## src/rtl/serial_port_pkg.sv

```systemverilog
// serial_port_pkg: shared widths and defaults for the serial port slice.
// No ports; imported by the interface, FIFO and top.
package serial_port_pkg;

  localparam int SERIAL_BYTE_W = 8;
  localparam int SERIAL_DEPTH_LOG2_DEFAULT = 4;

  typedef logic [SERIAL_BYTE_W-1:0] serial_byte_t;

endpackage

```

## src/rtl/serial_port_if.sv

```systemverilog
// serial_port_if: processor-side and host-side byte streams of serial_port.
// slave = the serial_port device; master = processor plus host driving it.
interface serial_port_if
  import serial_port_pkg::*;
#(
  parameter int DEPTH_LOG2 = SERIAL_DEPTH_LOG2_DEFAULT
);

  serial_byte_t          cpu_wdata_in;
  logic                  cpu_wren_in;
  logic                  cpu_rden_in;
  serial_byte_t          cpu_rdata_out;
  logic                  cpu_valid_out;
  logic                  cpu_ready_out;
  serial_byte_t          host_rx_data_in;
  logic                  host_rx_valid_in;
  logic                  host_rx_ready_out;
  serial_byte_t          host_tx_data_out;
  logic                  host_tx_valid_out;
  logic                  host_tx_ready_in;
  logic                  rx_overrun_out;
  logic                  tx_overrun_out;
  logic [DEPTH_LOG2:0]   rx_count_out;
  logic [DEPTH_LOG2:0]   tx_count_out;

  modport slave (
    input  cpu_wdata_in,
    input  cpu_wren_in,
    input  cpu_rden_in,
    output cpu_rdata_out,
    output cpu_valid_out,
    output cpu_ready_out,
    input  host_rx_data_in,
    input  host_rx_valid_in,
    output host_rx_ready_out,
    output host_tx_data_out,
    output host_tx_valid_out,
    input  host_tx_ready_in,
    output rx_overrun_out,
    output tx_overrun_out,
    output rx_count_out,
    output tx_count_out
  );

  modport master (
    output cpu_wdata_in,
    output cpu_wren_in,
    output cpu_rden_in,
    input  cpu_rdata_out,
    input  cpu_valid_out,
    input  cpu_ready_out,
    output host_rx_data_in,
    output host_rx_valid_in,
    input  host_rx_ready_out,
    input  host_tx_data_out,
    input  host_tx_valid_out,
    output host_tx_ready_in,
    input  rx_overrun_out,
    input  tx_overrun_out,
    input  rx_count_out,
    input  tx_count_out
  );

endinterface

```

## src/rtl/serial_port_byte_fifo.sv

```systemverilog
// byte_fifo: first-word-fall-through byte FIFO, 2**DEPTH_LOG2 entries.
// Ports: clock, reset, push/data_in, pop/data_out, empty, full, count.
module byte_fifo
  import serial_port_pkg::*;
#(
  parameter int DEPTH_LOG2 = SERIAL_DEPTH_LOG2_DEFAULT
) (
  input  logic                clock,
  input  logic                reset,
  input  logic                push,
  input  serial_byte_t        data_in,
  input  logic                pop,
  output serial_byte_t        data_out,
  output logic                empty,
  output logic                full,
  output logic [DEPTH_LOG2:0] count
);

  localparam int DEPTH = 1 << DEPTH_LOG2;
  localparam logic [DEPTH_LOG2:0] FULL_CNT =
    DEPTH[DEPTH_LOG2:0];

  serial_byte_t          mem [DEPTH];
  logic [DEPTH_LOG2-1:0] wr_ptr;
  logic [DEPTH_LOG2-1:0] rd_ptr;
  logic                  push_ok;
  logic                  pop_ok;

  assign empty   = (count == '0);
  assign full    = (count == FULL_CNT);
  assign push_ok = push & ~full;
  assign pop_ok  = pop & ~empty;

  // Masked while empty so the head reads 0 after reset
  // regardless of stale storage contents.
  assign data_out = empty ? '0 : mem[rd_ptr];

  always_ff @(posedge clock) begin
    if (push_ok) mem[wr_ptr] <= data_in;
  end

  always_ff @(posedge clock) begin
    if (reset) begin
      wr_ptr <= '0;
      rd_ptr <= '0;
      count  <= '0;
    end else begin
      if (push_ok) wr_ptr <= wr_ptr + 1'b1;
      if (pop_ok)  rd_ptr <= rd_ptr + 1'b1;
      unique case (1'b1)
        push_ok & ~pop_ok: count <= count + 1'b1;
        pop_ok & ~push_ok: count <= count - 1'b1;
        default:           count <= count;
      endcase
    end
  end

endmodule

```

## src/rtl/serial_port.sv

```systemverilog
// serial_port: processor byte I/O device; RX FIFO host->cpu, TX FIFO cpu->host.
// Ports: clock, reset (sync, active-high), sp (serial_port_if.slave).
module serial_port
  import serial_port_pkg::*;
#(
  parameter int DEPTH_LOG2 = SERIAL_DEPTH_LOG2_DEFAULT
) (
  input logic        clock,
  input logic        reset,
  serial_port_if.slave sp
);

  logic rx_empty;
  logic rx_full;
  logic tx_empty;
  logic tx_full;

  byte_fifo #(.DEPTH_LOG2(DEPTH_LOG2)) rx_fifo (
    .clock    (clock),
    .reset    (reset),
    .push     (sp.host_rx_valid_in),
    .data_in  (sp.host_rx_data_in),
    .pop      (sp.cpu_rden_in),
    .data_out (sp.cpu_rdata_out),
    .empty    (rx_empty),
    .full     (rx_full),
    .count    (sp.rx_count_out)
  );

  byte_fifo #(.DEPTH_LOG2(DEPTH_LOG2)) tx_fifo (
    .clock    (clock),
    .reset    (reset),
    .push     (sp.cpu_wren_in),
    .data_in  (sp.cpu_wdata_in),
    .pop      (sp.host_tx_ready_in),
    .data_out (sp.host_tx_data_out),
    .empty    (tx_empty),
    .full     (tx_full),
    .count    (sp.tx_count_out)
  );

  assign sp.cpu_valid_out     = ~rx_empty;
  assign sp.host_rx_ready_out = ~rx_full;
  assign sp.host_tx_valid_out = ~tx_empty;
  assign sp.cpu_ready_out     = ~tx_full;

  // Set-only error flags; only reset clears them.
  always_ff @(posedge clock) begin
    if (reset) begin
      sp.rx_overrun_out <= 1'b0;
      sp.tx_overrun_out <= 1'b0;
    end else begin
      if (sp.cpu_rden_in & rx_empty)
        sp.rx_overrun_out <= 1'b1;
      if (sp.cpu_wren_in & tx_full)
        sp.tx_overrun_out <= 1'b1;
    end
  end

endmodule

```

## src/flat_wrapper.sv

```systemverilog
// flat-port wrapper written by rule: the top's interface ports become plain ports
module serial_port_flat import serial_port_pkg::*;
#(
  parameter int DEPTH_LOG2 = SERIAL_DEPTH_LOG2_DEFAULT
)
  (clock, reset, sp_cpu_wdata_in, sp_cpu_wren_in, sp_cpu_rden_in, sp_cpu_rdata_out, sp_cpu_valid_out, sp_cpu_ready_out, sp_host_rx_data_in, sp_host_rx_valid_in, sp_host_rx_ready_out, sp_host_tx_data_out, sp_host_tx_valid_out, sp_host_tx_ready_in, sp_rx_overrun_out, sp_tx_overrun_out, sp_rx_count_out, sp_tx_count_out);
  serial_port_if #(.DEPTH_LOG2(DEPTH_LOG2)) sp_i ();
  input logic clock;
  input logic reset;
  input wire logic [$bits(sp_i.cpu_wdata_in)-1:0] sp_cpu_wdata_in;
  input wire logic [$bits(sp_i.cpu_wren_in)-1:0] sp_cpu_wren_in;
  input wire logic [$bits(sp_i.cpu_rden_in)-1:0] sp_cpu_rden_in;
  output wire logic [$bits(sp_i.cpu_rdata_out)-1:0] sp_cpu_rdata_out;
  output wire logic [$bits(sp_i.cpu_valid_out)-1:0] sp_cpu_valid_out;
  output wire logic [$bits(sp_i.cpu_ready_out)-1:0] sp_cpu_ready_out;
  input wire logic [$bits(sp_i.host_rx_data_in)-1:0] sp_host_rx_data_in;
  input wire logic [$bits(sp_i.host_rx_valid_in)-1:0] sp_host_rx_valid_in;
  output wire logic [$bits(sp_i.host_rx_ready_out)-1:0] sp_host_rx_ready_out;
  output wire logic [$bits(sp_i.host_tx_data_out)-1:0] sp_host_tx_data_out;
  output wire logic [$bits(sp_i.host_tx_valid_out)-1:0] sp_host_tx_valid_out;
  input wire logic [$bits(sp_i.host_tx_ready_in)-1:0] sp_host_tx_ready_in;
  output wire logic [$bits(sp_i.rx_overrun_out)-1:0] sp_rx_overrun_out;
  output wire logic [$bits(sp_i.tx_overrun_out)-1:0] sp_tx_overrun_out;
  output wire logic [$bits(sp_i.rx_count_out)-1:0] sp_rx_count_out;
  output wire logic [$bits(sp_i.tx_count_out)-1:0] sp_tx_count_out;
  assign sp_i.cpu_wdata_in = sp_cpu_wdata_in;
  assign sp_i.cpu_wren_in = sp_cpu_wren_in;
  assign sp_i.cpu_rden_in = sp_cpu_rden_in;
  assign sp_cpu_rdata_out = sp_i.cpu_rdata_out;
  assign sp_cpu_valid_out = sp_i.cpu_valid_out;
  assign sp_cpu_ready_out = sp_i.cpu_ready_out;
  assign sp_i.host_rx_data_in = sp_host_rx_data_in;
  assign sp_i.host_rx_valid_in = sp_host_rx_valid_in;
  assign sp_host_rx_ready_out = sp_i.host_rx_ready_out;
  assign sp_host_tx_data_out = sp_i.host_tx_data_out;
  assign sp_host_tx_valid_out = sp_i.host_tx_valid_out;
  assign sp_i.host_tx_ready_in = sp_host_tx_ready_in;
  assign sp_rx_overrun_out = sp_i.rx_overrun_out;
  assign sp_tx_overrun_out = sp_i.tx_overrun_out;
  assign sp_rx_count_out = sp_i.rx_count_out;
  assign sp_tx_count_out = sp_i.tx_count_out;
  serial_port #(.DEPTH_LOG2(DEPTH_LOG2)) u_core (.clock(clock), .reset(reset), .sp(sp_i));
endmodule
```

## config.mk

```make
export PLATFORM = sky130hd
export DESIGN_NAME = serial_port_flat
export DESIGN_NICKNAME = d
export VERILOG_FILES = /design/src/rtl/serial_port_pkg.sv /design/src/rtl/serial_port_if.sv /design/src/rtl/serial_port_byte_fifo.sv /design/src/rtl/serial_port.sv /design/src/flat_wrapper.sv
export SDC_FILE = /design/constraint.sdc
export NUM_CORES = 1
export LEC_CHECK = 0
export CORE_MARGIN = 5
export CORE_UTILIZATION = 30
export DETAILED_ROUTE_END_ITERATION = 16
export DONT_BUFFER_PORTS = 1
export GPL_TIMING_DRIVEN = 1
export SLEW_MARGIN = 20
export SYNTH_ARGS = -nofsm -noshare
export SYNTH_HDL_FRONTEND = slang
export SYNTH_SLANG_ARGS = --single-unit
```

## constraint.sdc

```tcl
create_clock -name clock -period 2.5 [get_ports clock]
set_clock_uncertainty 0.15 [all_clocks]
set_input_delay 0.625 -clock clock [delete_from_list [all_inputs] [get_ports clock]]
set_output_delay 0.625 -clock clock [all_outputs]
set_load 0.005 [all_outputs]
```

==> metrics.yaml <==
clock_tree:
  numCtsBuffers: 31
  root_buffer: "clkbuf_16"
  cts_tree: "built"
  htree_levels: 1
  cts.clk_slew.worst_paths_ns: 0.06
  cts_buffer_depth: 3
  worstSkewPairLatency_ns: 0.55
  clkSinkCount: 292
detailed_routing:
  first_iter_violations: 287
  drt-pass1-iter-count: 4
  viasPerCell: 4.66
  drcViolationCount: 0
  wl_per_cell_um: 19.2
  vias: 6053
  antenna_left: 0
  wl_um: 25000
power:
  ir_drop_mv: 0.819
  p_leak_nw: 4.71
  p_per_area_nw_per_um2: 984
global_routing:
  grt_antenna_before_repair: 0
  grt_pass1_wl_um: 37600
  overflow: 0
  grt_max_degree: 34
  first_global_vias: 6243
  track_usage_pct: 11.1
worst_setup_path:
  regToRegSetupSlack_ns: -0.01
  arrival_ns: 2.08
  slowest_stage: "mux4_2"
  crit_fanout: 8
  startpoint_type: "flop"
  cpPeakStageDelay_ns: 0.51
  crit_type: "reg -> out"
  rr_startpoint: "u_core.tx_fifo.count[2]$_SDFFE_PP0P_"
  worstPathCellList: "buf_12, buf_12, mux4_2, mux2i_2, o22ai_2"
  crit_path_frequent_cell: "buf_12"
  crit_path_end_kind: "output port"
  crit_required_ns: 1.73
timing:
  max_slew_margin_pct: 55.6
  finalCritPeriodShare_pct: 114
  setup_viol: 17
  maxSlewViolCount: 0
  fin_setup_tns_ns: -5.14
  rsz0062_at_grt: "true"
  max_freq_mhz: 351
  fin_crit_ns: 2.85
  finalHoldViolCount: 0
  setup_ws_ns: -0.352
  tightestPinTransition_ns: 0.665
synth:
  synth_cell_types: 44
  netlist_top_cells_area: "edfxtp_1 66%, mux4_2 12%, dfxtp_1 6.2%"
  syn_area_per_cell_sq_um: 18.2
  ys_warn_count: 0
  ys_top_cells_by_count: "256 x edfxtp_1, 69 x nor2_1, 64 x mux4_2, 36 x dfxtp_1, 36 x mux2i_1"
  synth_enable_flop_cells: 256
  yosysTopAreaCellShare_pct: 65.9
  synth_area_sq_um: 11700
  synth_ff_type: "edfxtp_1"
  async_reset_ff_share_pct: 0
  synth_most_common_cell: "edfxtp_1"
  seq_area_frac_synth_pct: 72.0
  synth_cells: 642
  yosys.area.top_type: "edfxtp_1"
  ys_ff_latch: 292
  syn_nets: 679
cells_and_area:
  finish.utilization_pct: 37.7
  diodes: 0
  layout-drive-gt1-share_pct: 31.5
  fin_nets: 794
  area_delta_synth_final_pct: 24.5
  finalInstanceArea_sq_um: 14500
die:
  core_area_sq_um: 38600
  io_pins: 54
  die_h_um: 207
  fp-row-count: 72
  die_width_um: 207
  start_util_pct: 30.3
  dieArea_sq_um: 43000
placement:
  post_dp_cell_area_sq_um: 12800
  dp_hpwl_um: 14800
  place_congestion: 0.704
  portBuffers: 0
  place_ws_ns: -0.0745
run_status:
  violations: "setup timing"
  outcome: "finished with violations"
min_path:
  hold_path.class: "in -> reg"
  min_from: "sp_cpu_wdata_in[1]"
flow_run:
  drv_cap: 0
-- final timing paths --
path | endpoint | cells after the start
max | sp_cpu_rdata_out[3] | 5
min | u_core.tx_fifo.mem[5][1]$_DFFE_PP_ | 0
max reg2reg | u_core.tx_fifo.count[4]$_SDFFE_PP0P_ | 11
min reg2reg | flop | 2
-- area by class of cell --
cell class              instances  area [sq um]
inverters                      10          37.5
fillers                      3593         24000
clock buffers                  35           791
repair buffers                116          1150
multi-input cells             306          3310
clock inverters                21           171
well taps                     518           648
flip-flops and latches        292          8420
-- critical path: cells and delay by family (launching register included) --
kind                   cells  cell delay (ns)
AOI/OAI and AO/OA          1             0.14
muxes                      2             0.71
buffers and inverters      2             0.29
DFF                        1             0.39
-- power breakdown --
| group | total (W) | switching [W] | internal (W) | leakage [nW] |
|---|---|---|---|---|
| Combinational | 0.00424 | 0.00206 | 0.00218 | 1.64 |
| Clock | 0.00430 | 0.00182 | 0.00248 | 0.463 |
| Sequential | 0.00576 | 0.000181 | 0.00558 | 2.61 |
| Total | 0.0143 | 0.00406 | 0.0102 | 4.71 |
-- flip-flops by register name, summed over array words and instances, names as in the netlist, named ones only --
name,flops
u_core.tx_fifo.wr_ptr,4
u_core.rx_fifo.rd_ptr,4
u_core.tx_fifo.mem,128
u_core.sp.rx_overrun_out,1
u_core.rx_fifo.wr_ptr,4
u_core.tx_fifo.count,5
u_core.rx_fifo.mem,128
u_core.tx_fifo.rd_ptr,4
u_core.sp.tx_overrun_out,1
u_core.rx_fifo.count,5
-- per-layer routing --
layer,wire length (um),track usage [%],up-vias
li1,-,-,2766
met1,10900,14.7,3138
met2,12400,18.6,116
met3,1280,2.60,33
met4,434,2.76,0
met5,0,0,-
-- cells by family (layout without fill, tap and decap cells) --
| group | Yosys count | in the layout | share of synthesized area [%] |
|---|---|---|---|
| mux | 102 | 102 | 15.7 |
| xor+xnor | 19 | 19 | 1.43 |
| buf+inv | 44 | 182 | 1.63 |
| fa+ha+maj | 15 | 15 | 1.61 |
| simple gates | 126 | 126 | 5.04 |
| compound gates | 44 | 44 | 2.60 |
| flops | 292 | 292 | 72.0 |
-- cell usage in the layout (no fill, tap or decap), types with 7 or more instances in the layout --
master / n
edfxtp_1: 256
nor3_1: 11
mux4_2: 64
inv_1: 9
mux2i_1: 23
clkbuf_16: 34
nor2_1: 69
buf_12: 8
nand2_1: 17
a21oi_1: 8
mux2i_2: 9
dfxtp_1: 31
nand2b_1: 8
buf_4: 69
ha_1: 11
xor2_1: 12
dlygate4sd3_1: 31
o22ai_2: 10
xnor2_1: 7
-- through the flow --
| stage | cells | total power [W] | hold slack, ns |
|---|---|---|---|
| after floorplan | 642 | 0.00816 | 0.311 |
| after global placement | 1194 | 0.00930 | 0.338 |
| after detailed placement | 1194 | 0.00933 | 0.345 |
| after CTS | 1286 | 0.0141 | 0.0000487 |
| after global routing | 1298 | 0.0150 | 0.00307 |
| final | 1298 | 0.0143 | 0.0271 |
-- timing repair --
item / in CTS / in global routing
buffers inserted: 10 / 4
cloned: 1 / 3
hold buffers: 25 / 7
pin swaps: 4 / 15
setup endpoints to repair: 20 / 20
endpoints found under the hold margin: 207 / 46
resized for setup: 35 / 22
Power figures use the tool's default switching activity.
==> variant 1: new RTL, same flow settings <==
Reset style: asynchronous (`reset`), changed in 2 clocked blocks.
--- a/src/rtl/serial_port_byte_fifo.sv
+++ b/src/rtl/serial_port_byte_fifo.sv
@@ -41,3 +41,3 @@
 
-  always_ff @(posedge clock) begin
+  always_ff @(posedge clock or posedge reset) begin
     if (reset) begin
--- a/src/rtl/serial_port.sv
+++ b/src/rtl/serial_port.sv
@@ -47,3 +47,3 @@
   // Set-only error flags; only reset clears them.
-  always_ff @(posedge clock) begin
+  always_ff @(posedge clock or posedge reset) begin
     if (reset) begin
Behaviour: differs if reset is asserted again (counterexample within 4 cycles, from zero or initial values and one cycle with reset high); with reset held inactive, the same outputs for 4 cycles.
==> variant 1 against the unedited design <==
  * The flow still finishes with violations (negative setup slack)
  * Non-clock buffer count is 14 lower
  * Total power is 16% higher
  * Final cell count down 5.5%
  * Synthesized cell count is 8.3% lower
  * Register-to-register slack better by 0.05 ns
  * Setup slack lost 0.019 ns
  * Sequential power is 8.5% higher
  * Final area shrank 1.1%
  * Area after synthesis decreased by 1.4%
  * Routed wire length grew 2.7%
  * Sequential cell count shrank 8
  * Count of clock-buffer cells in the layout grew 12
  * Largest power group unchanged
  * Highest routed layer unchanged
==> variant 1: results (changes against the unedited design) <==
* Status: complete, but fails checks (unchanged)
* Failing checks: negative setup slack (unchanged)
* Post-Route WL at 25600 um (was 25000 um)
* Leak Pwr at 0.00478 uW (was 0.00471 uW)
* Placed instance area at 0.0125 sq mm (was 0.0128 sq mm)
* Final worst setup slack at -0.371 ns (was -0.352 ns)
* Worst ir drop on vdd at 0.608 mV (was 0.819 mV)
* Net count after synthesis at 628 (was 679)
* DRT iter0 DRCs at 311 (was 287)
* Hold slack at 0.0352 ns (was 0.0271 ns)
* Met2 Track Usage GR at 20.5% (was 18.6%)
* CP Max Fanout at 5 (was 8)
* Worst Reg-to-Reg Cells at 12 (was 11)
* Register area share after synthesis at 72.9% (was 72.0%)
* Inserted Clock Buffers at 31 (unchanged)
* Slew @ Worst Pin at 0.912 ns (was 0.665 ns)
* Number of fill cells at 3454 (was 3593)
* First-pass GRT wire length at 38400 um (was 37600 um)
* Ranking of synthesized cells by area: edfxtp_1 67%, mux4_2 13%, dfrtp_1 6.1% (was edfxtp_1 66%, mux4_2 12%, dfxtp_1 6.2%)
* Vias in the first global route at 6107 (was 6243)
* Synth cell types at 38 (was 44)
* R2R Setup Slk at 0.04 ns (was -0.01 ns)
* Async SR Flop Fraction at 9.86% (was 0%)
* Top cells by count, synth: 256 x edfxtp_1, 64 x mux4_2, 32 x mux2i_1, 28 x dfrtp_1, 27 x nor2_1 (was 256 x edfxtp_1, 69 x nor2_1, 64 x mux4_2, 36 x dfxtp_1, 36 x mux2i_1)
* Fin nets at 730 (was 794)
* Met1 Usage GRT at 15.8% (was 14.7%)
* Pre-CTS setup slack at 0.0553 ns (was -0.0745 ns)
* Largest net degree at the start of global routing at 36 (was 34)
* Initial Util at 30.5% (was 30.3%)
* Total track usage at 12.0% (was 11.1%)
* Met3 GRT Util at 2.78% (was 2.60%)
* # setup viols final at 16 (was 17)
* Hpwl dp at 15300 um (was 14800 um)
* DR vias/cell at 4.72 (was 4.66)
variant 1: changes by cell type in the layout (fill, tap and decap cells not counted), moves of 6 or more:
cell / change
mux2i_1: -12
xnor2_1: +7
nor2_1: -42
dfxtp_1: -31
clkbuf_8: +6
clkbuf_1: +6
dlygate4sd3_1: +8
dfrtp_1: +25
buf_4: -22
variant 1: power by group:
part,switching [uW],internal (uW),leakage [uW]
clock,1780,2780,0.000500
sequential,396,5850,0.00264
combinational,2910,2860,0.00164
variant 1: logic make-up after synthesis:
group | share of synthesized area [%]
flops | 72.9
simple gates | 3.45
mux | 15.7
compound gates | 2.58
buf+inv | 1.79
xor+xnor | 1.75
fa+ha+maj | 1.85
variant 1: routing by layer:
layer  vias to the layer above  share of wire, %  routed length, um
met5                         -                 0                  0
met4                         0               1.4                369
met2                       133                50              12900
met3                        31               5.4               1380
li1                       2583                 -                  -
met1                      3045                43              11000
variant 1: layout make-up:
class                   instances  area (sq um)  share of cell area [%]
flip-flops and latches        284          8390                    58.4
multi-input cells             262          3230                    22.5
repair buffers                102          1030                    7.19
clock buffers                  47           896                    6.24
well taps                     511           639                    4.45
clock inverters                10           139                   0.967
inverters                      10          37.5                   0.261
variant 1: final timing paths:
kind                                           from                        to
max reg2reg                 u_core.rx_fifo.count[3]   u_core.rx_fifo.count[4]
min                              sp_cpu_wdata_in[5]  u_core.tx_fifo.mem[7][5]
min in group asynchronous                     reset  u_core.tx_fifo.wr_ptr[0]
min reg2reg                u_core.sp.tx_overrun_out  u_core.sp.tx_overrun_out
max in group asynchronous                     reset   u_core.tx_fifo.count[0]
max                        u_core.rx_fifo.rd_ptr[1]       sp_cpu_rdata_out[7]
variant 1: worst max-delay path, stage by stage, from the launching register on:
cell and delay (ns):
dfrtp_2 0.42, buf_4 0.19, mux4_2 0.56, mux2i_2 0.23, o22ai_1 0.15
variant 1: stage by stage:
step | utilization (%) | power (uW) | std cells
floorplan | - | 9630 | 589
finish | 38.1 | 16600 | 1226
detailed placement | 33.1 | 11200 | 1119
global route | 38.1 | 17400 | 1226
CTS | 37.1 | 16300 | 1211
global placement | 33.1 | 11100 | 1119
variant 1: repair_timing:
| item | CTS | global route |
|---|---|---|
| setup endpoints to repair | 18 | 21 |
| hold buffers | 31 | 8 |
| gates cloned | 0 | 2 |
| gates resized for setup | 31 | 35 |
| setup buffers | 4 | 5 |
| pin swaps | 2 | 12 |
| hold endpoints to repair | 152 | 61 |
==> variant 2: new RTL, config.mk and constraints unchanged <==
Without the edit above. The package constant `SERIAL_DEPTH_LOG2_DEFAULT` goes from 4 to 6.
--- a/src/rtl/serial_port_pkg.sv
+++ b/src/rtl/serial_port_pkg.sv
@@ -5,3 +5,3 @@
   localparam int SERIAL_BYTE_W = 8;
-  localparam int SERIAL_DEPTH_LOG2_DEFAULT = 4;
+  localparam int SERIAL_DEPTH_LOG2_DEFAULT = 6;
 
Ports: changed (resized sp_rx_count_out and sp_tx_count_out); port bits go from 54 to 58. The function was not compared with the original's and may differ.
==> variant 2 against the unedited design <==
  * The run still ends with negative setup slack left
  * Critical path depth up 4
  * Count of clock-buffer cells in the layout grew 98
  * Die area increased to 3.5 times the old value
  * Routed wire length grew to 4.2 times the old value
  * Area after synthesis rose to 3.6 times the old value
  * Sequential power rose to 3.5 times the old value
  * Setup slack got worse by 0.67 ns
  * Final area rose to 3.6 times the old value
  * Register-to-register slack got worse by 0.28 ns
  * Global-route usage increased by 2.9 points
  * Total power increased to 3.2 times the old value
  * Combinational power increased to 2.7 times the old value
  * Sequential cell count grew 784
  * Largest cell class unchanged
==> variant 2: results (changes against the unedited design) <==
* H-tree depth at 3 (was 1)
* Post-Synth Adder-Cell Area at 0.236% (was 1.61%)
* RR Endpoint: u_core.tx_fifo.count[6] (was u_core.tx_fifo.count[4])
* Vias at 22900 (was 6053)
* Pre-CTS setup slack at -0.456 ns (was -0.0745 ns)
* Post-synth EDFFs at 1024 (was 256)
* XOR/XNOR share of the synthesized area at 0.475% (was 1.43%)
* Final worst setup slack at -1.02 ns (was -0.352 ns)
* R2R Setup Slk at -0.29 ns (was -0.01 ns)
* Initial antenna violation count at 2 (was 0)
* Hpwl dp at 65600 um (was 14800 um)
* Fin nets at 2631 (was 794)
* Mux share of post-synthesis cell area at 14.0% (was 15.7%)
* # setup viols final at 25 (was 17)
* Hold buffer count at cts at 21 (was 25)
* WL met2 at 53100 um (was 12400 um)
* Register area share after synthesis at 75.0% (was 72.0%)
* Worst r2r src: u_core.tx_fifo.count[0] (was u_core.tx_fifo.count[2])
* Total track usage at 14.0% (was 11.1%)
* Post-CTS sizing at 178 (was 35)
* Met1 Usage GRT at 18.3% (was 14.7%)
* Top cells by count, synth: 1024 x edfxtp_1, 240 x mux4_2, 189 x nor2_1, 65 x nand2_1 (was 256 x edfxtp_1, 69 x nor2_1, 64 x mux4_2, 36 x dfxtp_1, 36 x mux2i_1)
* Leak Pwr at 0.0168 uW (was 0.00471 uW)
* First-pass GRT wire length at 157000 um (was 37600 um)
* Inserted Clock Buffers at 99 (was 31)
* Routed wl met3 at 6520 um (was 1280 um)
* Layout cells sized above 1 at 38.1% (was 31.5%)
* Status: complete, but fails checks (unchanged)
* Largest net degree at the start of global routing at 65 (was 34)
* Failing checks: negative setup slack (unchanged)
==> variant 2: power by group through the flow <==
stage	Clock (uW)	Combinational [uW]	Sequential (uW)
floorplan	0	5620	20500
global placement	0	8750	20600
detailed placement	0	8860	20600
CTS	14700	10700	20200
global route	15500	12200	20300
finish	14300	11500	20200
==> variant 2: critical path, stage by stage, from the launching register on <==
cell     delay (ns)
dfxtp_4        0.38
buf_4          0.13
buf_12         0.13
buf_12         0.13
buf_12         0.12
mux4_2         0.54
o22ai_4        0.24
nor3_4         0.08
a22oi_2        0.21
o21ai_4        0.12
==> variant 2: layout make-up <==
type | instances | area (sq um) | area share (%)
Timing Repair Buffer | 427 | 4530 | 8.56
Multi-Input combinational cell | 986 | 11100 | 21.0
Sequential cell | 1076 | 31800 | 60.1
Clock inverter | 49 | 380 | 0.718
Inverter | 11 | 43.8 | 0.0827
Clock buffer | 133 | 2680 | 5.05
Tap cell | 1890 | 2360 | 4.47
